**config.mk**
```make
export PLATFORM = sky130hd
export DESIGN_NAME = mcp_rx_packer
export DESIGN_NICKNAME = d
export VERILOG_FILES = /design/src/rtl/mcp_pkg.sv /design/src/rtl/mcp_pack_timer.sv /design/src/rtl/mcp_rx_packer.sv
export SDC_FILE = /design/constraint.sdc
export NUM_CORES = 1
export LEC_CHECK = 0
export BUFFER_PORTS_ARGS = -buffer_cell sky130_fd_sc_hd__buf_2
export CORE_UTILIZATION = 45
export DETAILED_ROUTE_END_ITERATION = 8
export PLACE_DENSITY = 0.77
export SYNTH_ARGS = -nofsm -noshare
export SYNTH_HDL_FRONTEND = slang
export SYNTH_SLANG_ARGS = --single-unit
```
**constraint.sdc**
```tcl
create_clock -name bclk -period 4.65 [get_ports bclk]
set_input_delay 0.465 -clock bclk [delete_from_list [all_inputs] [get_ports bclk]]
set_output_delay 0.465 -clock bclk [all_outputs]
set_load 0.05 [all_outputs]
```
**src/rtl/mcp_pkg.sv**
```systemverilog
// Shared types and helpers for the mcp receive-side packer.
// Optional feature macro: MCP_PACK_TIMEOUT_EN.
package mcp_pkg;

    typedef enum logic [0:0] {
        FILL = 1'b0,
        HOLD = 1'b1
    } mcp_pack_st_t;

    function automatic int cnt_w(input int nw);
        return $clog2(nw + 1);
    endfunction

endpackage

```
**src/rtl/mcp_pack_timer.sv**
```systemverilog
// Idle-cycle counter with terminal-count pulse for partial-pack timeout.
// Instantiated only when MCP_PACK_TIMEOUT_EN is defined.
module mcp_pack_timer #(
    parameter int unsigned TO_CYCLES = 64
) (
    input  logic clk_i,
    input  logic rst_ni,
    input  logic count_i,
    input  logic clr_i,
    output logic tc_o
);

    logic [15:0] cnt_q;
    logic [15:0] cnt_d;

    // Fires on the TO_CYCLES-th consecutive idle cycle, not one later.
    assign tc_o = count_i && (cnt_q == 16'(TO_CYCLES - 1));

    always_comb begin
        cnt_d = cnt_q;
        if (clr_i) begin
            cnt_d = '0;
        end else if (count_i) begin
            cnt_d = cnt_q + 16'd1;
        end
    end

    always_ff @(posedge clk_i or negedge rst_ni) begin
        if (!rst_ni) begin
            cnt_q <= '0;
        end else begin
            cnt_q <= cnt_d;
        end
    end

endmodule

```
**src/rtl/mcp_rx_packer.sv**
```systemverilog
// Packs NW words from mcp_blk into one wide word with valid/ready output.
// Optional partial-pack timeout enabled by MCP_PACK_TIMEOUT_EN.
module mcp_rx_packer
    import mcp_pkg::*;
#(
    parameter int unsigned DW        = 8,
    parameter int unsigned NW        = 4,
    parameter int unsigned TO_CYCLES = 64
) (
    input  logic                   bclk,
    input  logic                   brst_n,
    input  logic                   bvalid,
    input  logic [DW-1:0]          bdata,
    output logic                   bload,
    input  logic                   flush,
    output logic [NW*DW-1:0]       pk_data,
    output logic [cnt_w(NW)-1:0]   pk_cnt,
    output logic                   pk_valid,
    input  logic                   pk_ready,
    output logic                   timeout
);

    localparam int unsigned CW = cnt_w(NW);
    localparam int unsigned IW = $clog2(NW);
    localparam logic [IW-1:0] LAST = IW'(NW - 1);

    if (NW < 2 || TO_CYCLES < 1) begin : g_cfg_err
        $error("mcp_rx_packer: NW must be >= 2 and TO_CYCLES >= 1");
    end

    mcp_pack_st_t            state_q;
    logic [IW-1:0]           idx_q;
    logic [NW-1:0][DW-1:0]   lanes_q;
    logic [NW-1:0][DW-1:0]   lanes_d;
    logic [CW-1:0]           cnt_q;
    logic [CW-1:0]           fill_cnt;
    logic                    valid_q;
    logic                    xfer;
    logic                    tc;
    logic                    flush_eff;
    logic                    go_hold;

    assign bload    = (state_q == FILL);
    assign xfer     = bvalid & bload;
    assign pk_data  = lanes_q;
    assign pk_cnt   = cnt_q;
    assign pk_valid = valid_q;

`ifdef MCP_PACK_TIMEOUT_EN
    logic idle;
    logic timeout_q;

    assign idle    = bload && (idx_q != '0) && !xfer;
    assign timeout = timeout_q;

    mcp_pack_timer #(
        .TO_CYCLES (TO_CYCLES)
    ) u_timer (
        .clk_i   (bclk),
        .rst_ni  (brst_n),
        .count_i (idle),
        .clr_i   (!bload | xfer | go_hold),
        .tc_o    (tc)
    );
`else
    assign tc      = 1'b0;
    assign timeout = 1'b0;
`endif

    assign flush_eff = flush | tc;
    assign fill_cnt  = CW'(idx_q) + CW'(xfer);
    assign go_hold   = bload &&
                       ((xfer && (idx_q == LAST)) ||
                        (flush_eff && (fill_cnt != '0)));

    // Incoming word lands first; lanes beyond the fill level are cleared on emit.
    always_comb begin
        lanes_d = lanes_q;
        if (xfer) begin
            lanes_d[idx_q] = bdata;
        end
        if (go_hold) begin
            for (int k = 0; k < NW; k++) begin
                if (CW'(k) >= fill_cnt) begin
                    lanes_d[k] = '0;
                end
            end
        end
    end

    always_ff @(posedge bclk or negedge brst_n) begin
        if (!brst_n) begin
            state_q   <= FILL;
            idx_q     <= '0;
            lanes_q   <= '0;
            cnt_q     <= '0;
            valid_q   <= 1'b0;
`ifdef MCP_PACK_TIMEOUT_EN
            timeout_q <= 1'b0;
`endif
        end else begin
            lanes_q   <= lanes_d;
`ifdef MCP_PACK_TIMEOUT_EN
            timeout_q <= go_hold & tc;
`endif
            unique case (state_q)
                FILL: begin
                    if (go_hold) begin
                        state_q <= HOLD;
                        idx_q   <= '0;
                        cnt_q   <= fill_cnt;
                        valid_q <= 1'b1;
                    end else if (xfer) begin
                        idx_q   <= idx_q + IW'(1);
                    end
                end
                HOLD: begin
                    if (pk_ready) begin
                        state_q <= FILL;
                        valid_q <= 1'b0;
                    end
                end
                default: begin
                    state_q <= FILL;
                end
            endcase
        end
    end

endmodule

```
==> key figures <==
Run status
  • Outcome: finished, final reports clean

Place
  • Placed Cells: 243
  • IO Port Bufs: 49
  • Dpl hpwl: 2.840 mm
  • GPL Wtd Cong: 0.8290

CTS
  • CTS tree: yes
  • Worst-path clk slew: 0.07 ns
  • Postcts setup bufs: 0
  • Clk Latency, worst-skew pair: 0.29 ns
  • Post-CTS Resized: 0
  • Post-CTS Hold Fix Bufs: 0
  • Clock tree sinks: 39
  • Htree depth: 2
  • TritonCTS buffer count: 5
  • Root buffer cell: clkbuf_8
  • Max clock buf depth: 2

Worst setup path
  • Crit path DAT: 2.81 ns
  • Setup CP Type: flop to flop
  • Critical path capture point type: flop
  • Crit start category: flop
  • CP Max Fanout: 24
  • Critical path required time: 4.77 ns

Synth
  • Area contributors post-synth: dfrtp_1 (52%), mux2i_1 (13%), a21oi_1 (6.6%), ha_1 (5.3%), mux2_2 (4.8%)
  • Post-Synthesis Cells: 154
  • Sequential share of the synthesized area: 51.69%
  • Post-synth EDFFs: 0
  • Netlist cell types: 28
  • Synth Warn #: 0
  • Syn Area/Cell: 12.26 um^2
  • Cell taking the most area after synthesis: dfrtp_1
  • Synth top area share: 51.69%
  • Syn_nets: 175
  • Primary FF master, synth: dfrtp_1
  • Synthesized area: 1888 um^2
  • Flops & latches, synth: 39
  • Ys async rst share: 100.0%

Cells and area
  • Commonest non-fill, non-tap cells in the layout: buf_2 (49), dfrtp_1 (39), mux2i_1 (25), a21oi_1 (25)
  • Layout area overhead: 19.15%
  • Layout cells sized above 1: 35.82%
  • Final cell count without fillers: 251
  • Fin util: 56.24%
  • Final net count: 221
  • Commonest non-fill, non-tap cell in the layout: buf_2
  • ANT cells: 0

STA
  • Max-slew headroom: 34.10%
  • Setup TNS: 0 ns
  • Worst slew pin tran: 0.9884 ns
  • Fin. Hold Viols: 0
  • Final Skew: 0.004038 ns
  • Period utilization: 57.90%
  • Tmin final: 2.693 ns
  • Fmax: 371.4 MHz
  • Slew Viols, Final: 0
  • Final Setup Violations: 0
  • RSZ-0062 raised after global routing: false

GRT
  • GRT Overall Usage: 20.35%
  • First-pass GRT wire length: 6.486 mm
  • Largest net degree at the start of global routing: 40
  • Total global routing overflow: 0
  • Initial antenna violation count: 0
  • Vias in the first global route: 1,332

Power
  • Power density cells: 793.5 nW/um^2
  • PnR Total Power: 1.785 mW
  • Pleak: 1.321 nW
  • Peak supply drop: 0.3802 mV

Floorplan
  • Die area: 4459 um^2
  • Initial Utilization: 47.20%
  • Die Ht: 66.78 um
  • Rows: 23
  • Die X-Extent: 66.78 um
  • Top-level I/O count: 51
  • Floorplan core area: 4000 um^2

Drt
  • TritonRoute pass-1 iters: 4
  • WL per Instance: 16.14 um
  • Residual DRC: 0
  • Final WL: 4.052 mm
  • Routed via count: 1,337
  • DR vias/cell: 5.327
  • Initial DRC Count: 87
  • Routed Antenna Nets: 0

Min path
  • Hold Crit Class: input pin to asynchronous set/reset pin

Run
  • Max-Cap Viols: 0
==> synthesized netlist by cell type, types with 2 or more instances <==
master / instances
ha_1: 8
a22o_1: 7
mux2_2: 8
inv_1: 4
clkbuf_2: 2
nand2_1: 4
o21ai_0: 2
mux2_4: 2
buf_6: 2
a21oi_1: 25
mux2i_1: 25
buf_2: 4
nand3b_1: 4
nor2_1: 5
dfrtp_1: 39
==> metrics by stage <==
step | setup slack [ns] | hold slack [ns] | instance area (um^2)
finish | 1.957 | 0.2741 | 2250
global route | 1.671 | 0.3420 | 2250
CTS | 1.989 | 0.3026 | 2250
detailed placement | 1.829 | 0.4766 | 2132
global placement | 1.907 | 0.4664 | 2132
floorplan | 2.364 | 0.1694 | 1888
==> state kept, by name, indices dropped and copies added, names as in the netlist <==
name and count:
idx_q 2, pk_cnt 3, pk_data 32, pk_valid 1
state_q 1
==> path summary, 6_finish.rpt <==
path,end,startpoint,slack [ns],depth (start not counted)
worst min register to register,pk_valid,pk_valid,0.48,2
min in group bclk,state_q,pk_ready,0.36,2
max in group asynchronous,pk_data[23],brst_n,3.84,1
worst max-delay path,pk_data[23],state_q,1.96,6
worst max register to register,pk_data[23],state_q,1.96,6
worst min-delay path,state_q,brst_n,0.27,1
==> area by class of cell <==
| cell class | count | area [um^2] |
|---|---|---|
| Fill cell | 356 | 1750 |
| Sequential cell | 39 | 975.9 |
| Multi-Input combinational cell | 101 | 833.3 |
| Timing Repair Buffer | 49 | 245.2 |
| Clock buffer | 6 | 82.58 |
| Tap cell | 50 | 62.56 |
| Clock inverter | 2 | 35.03 |
| Inverter | 4 | 15.01 |
==> power breakdown <==
| part | internal (mW) | switching (mW) |
|---|---|---|
| logic | 0.254 | 0.702 |
| registers | 0.461 | 0.0784 |
| clock network | 0.174 | 0.116 |
| total | 0.888 | 0.897 |
==> metal layers <==
| metal | part of all wire (%) | GRT usage [%] | up-vias |
|---|---|---|---|
| met3 | 4.0 | 5.822 | 6 |
| li1 | - | - | 636 |
| met1 | 45 | 26.51 | 668 |
| met2 | 50 | 31.69 | 27 |
| met5 | 0 | 0 | - |
| met4 | 1.3 | 7.979 | 0 |
==> logic make-up (layout without fill, tap and decap cells) <==
family	count (synthesis)	count (layout)	share of synthesized area, %
multiplexers	35	35	19.62
other	1	1	0.1986
buffers and inverters	14	61	4.175
AND/OR/NAND/NOR	18	18	6.362
flip-flops	39	39	51.69
AO/OA/AOI/OAI	39	39	12.66
adder cells (fa/ha/maj)	8	8	5.302
==> critical path, cell delays in order (launching register included) <==
cell     delay [ns]
dfrtp_1        0.46
nor2b_1        0.28
ha_1           0.23
ha_1           0.47
nor3_2         0.12
o21ai_2        0.78
a21oi_1        0.17
(Power assumes the default switching activity.)
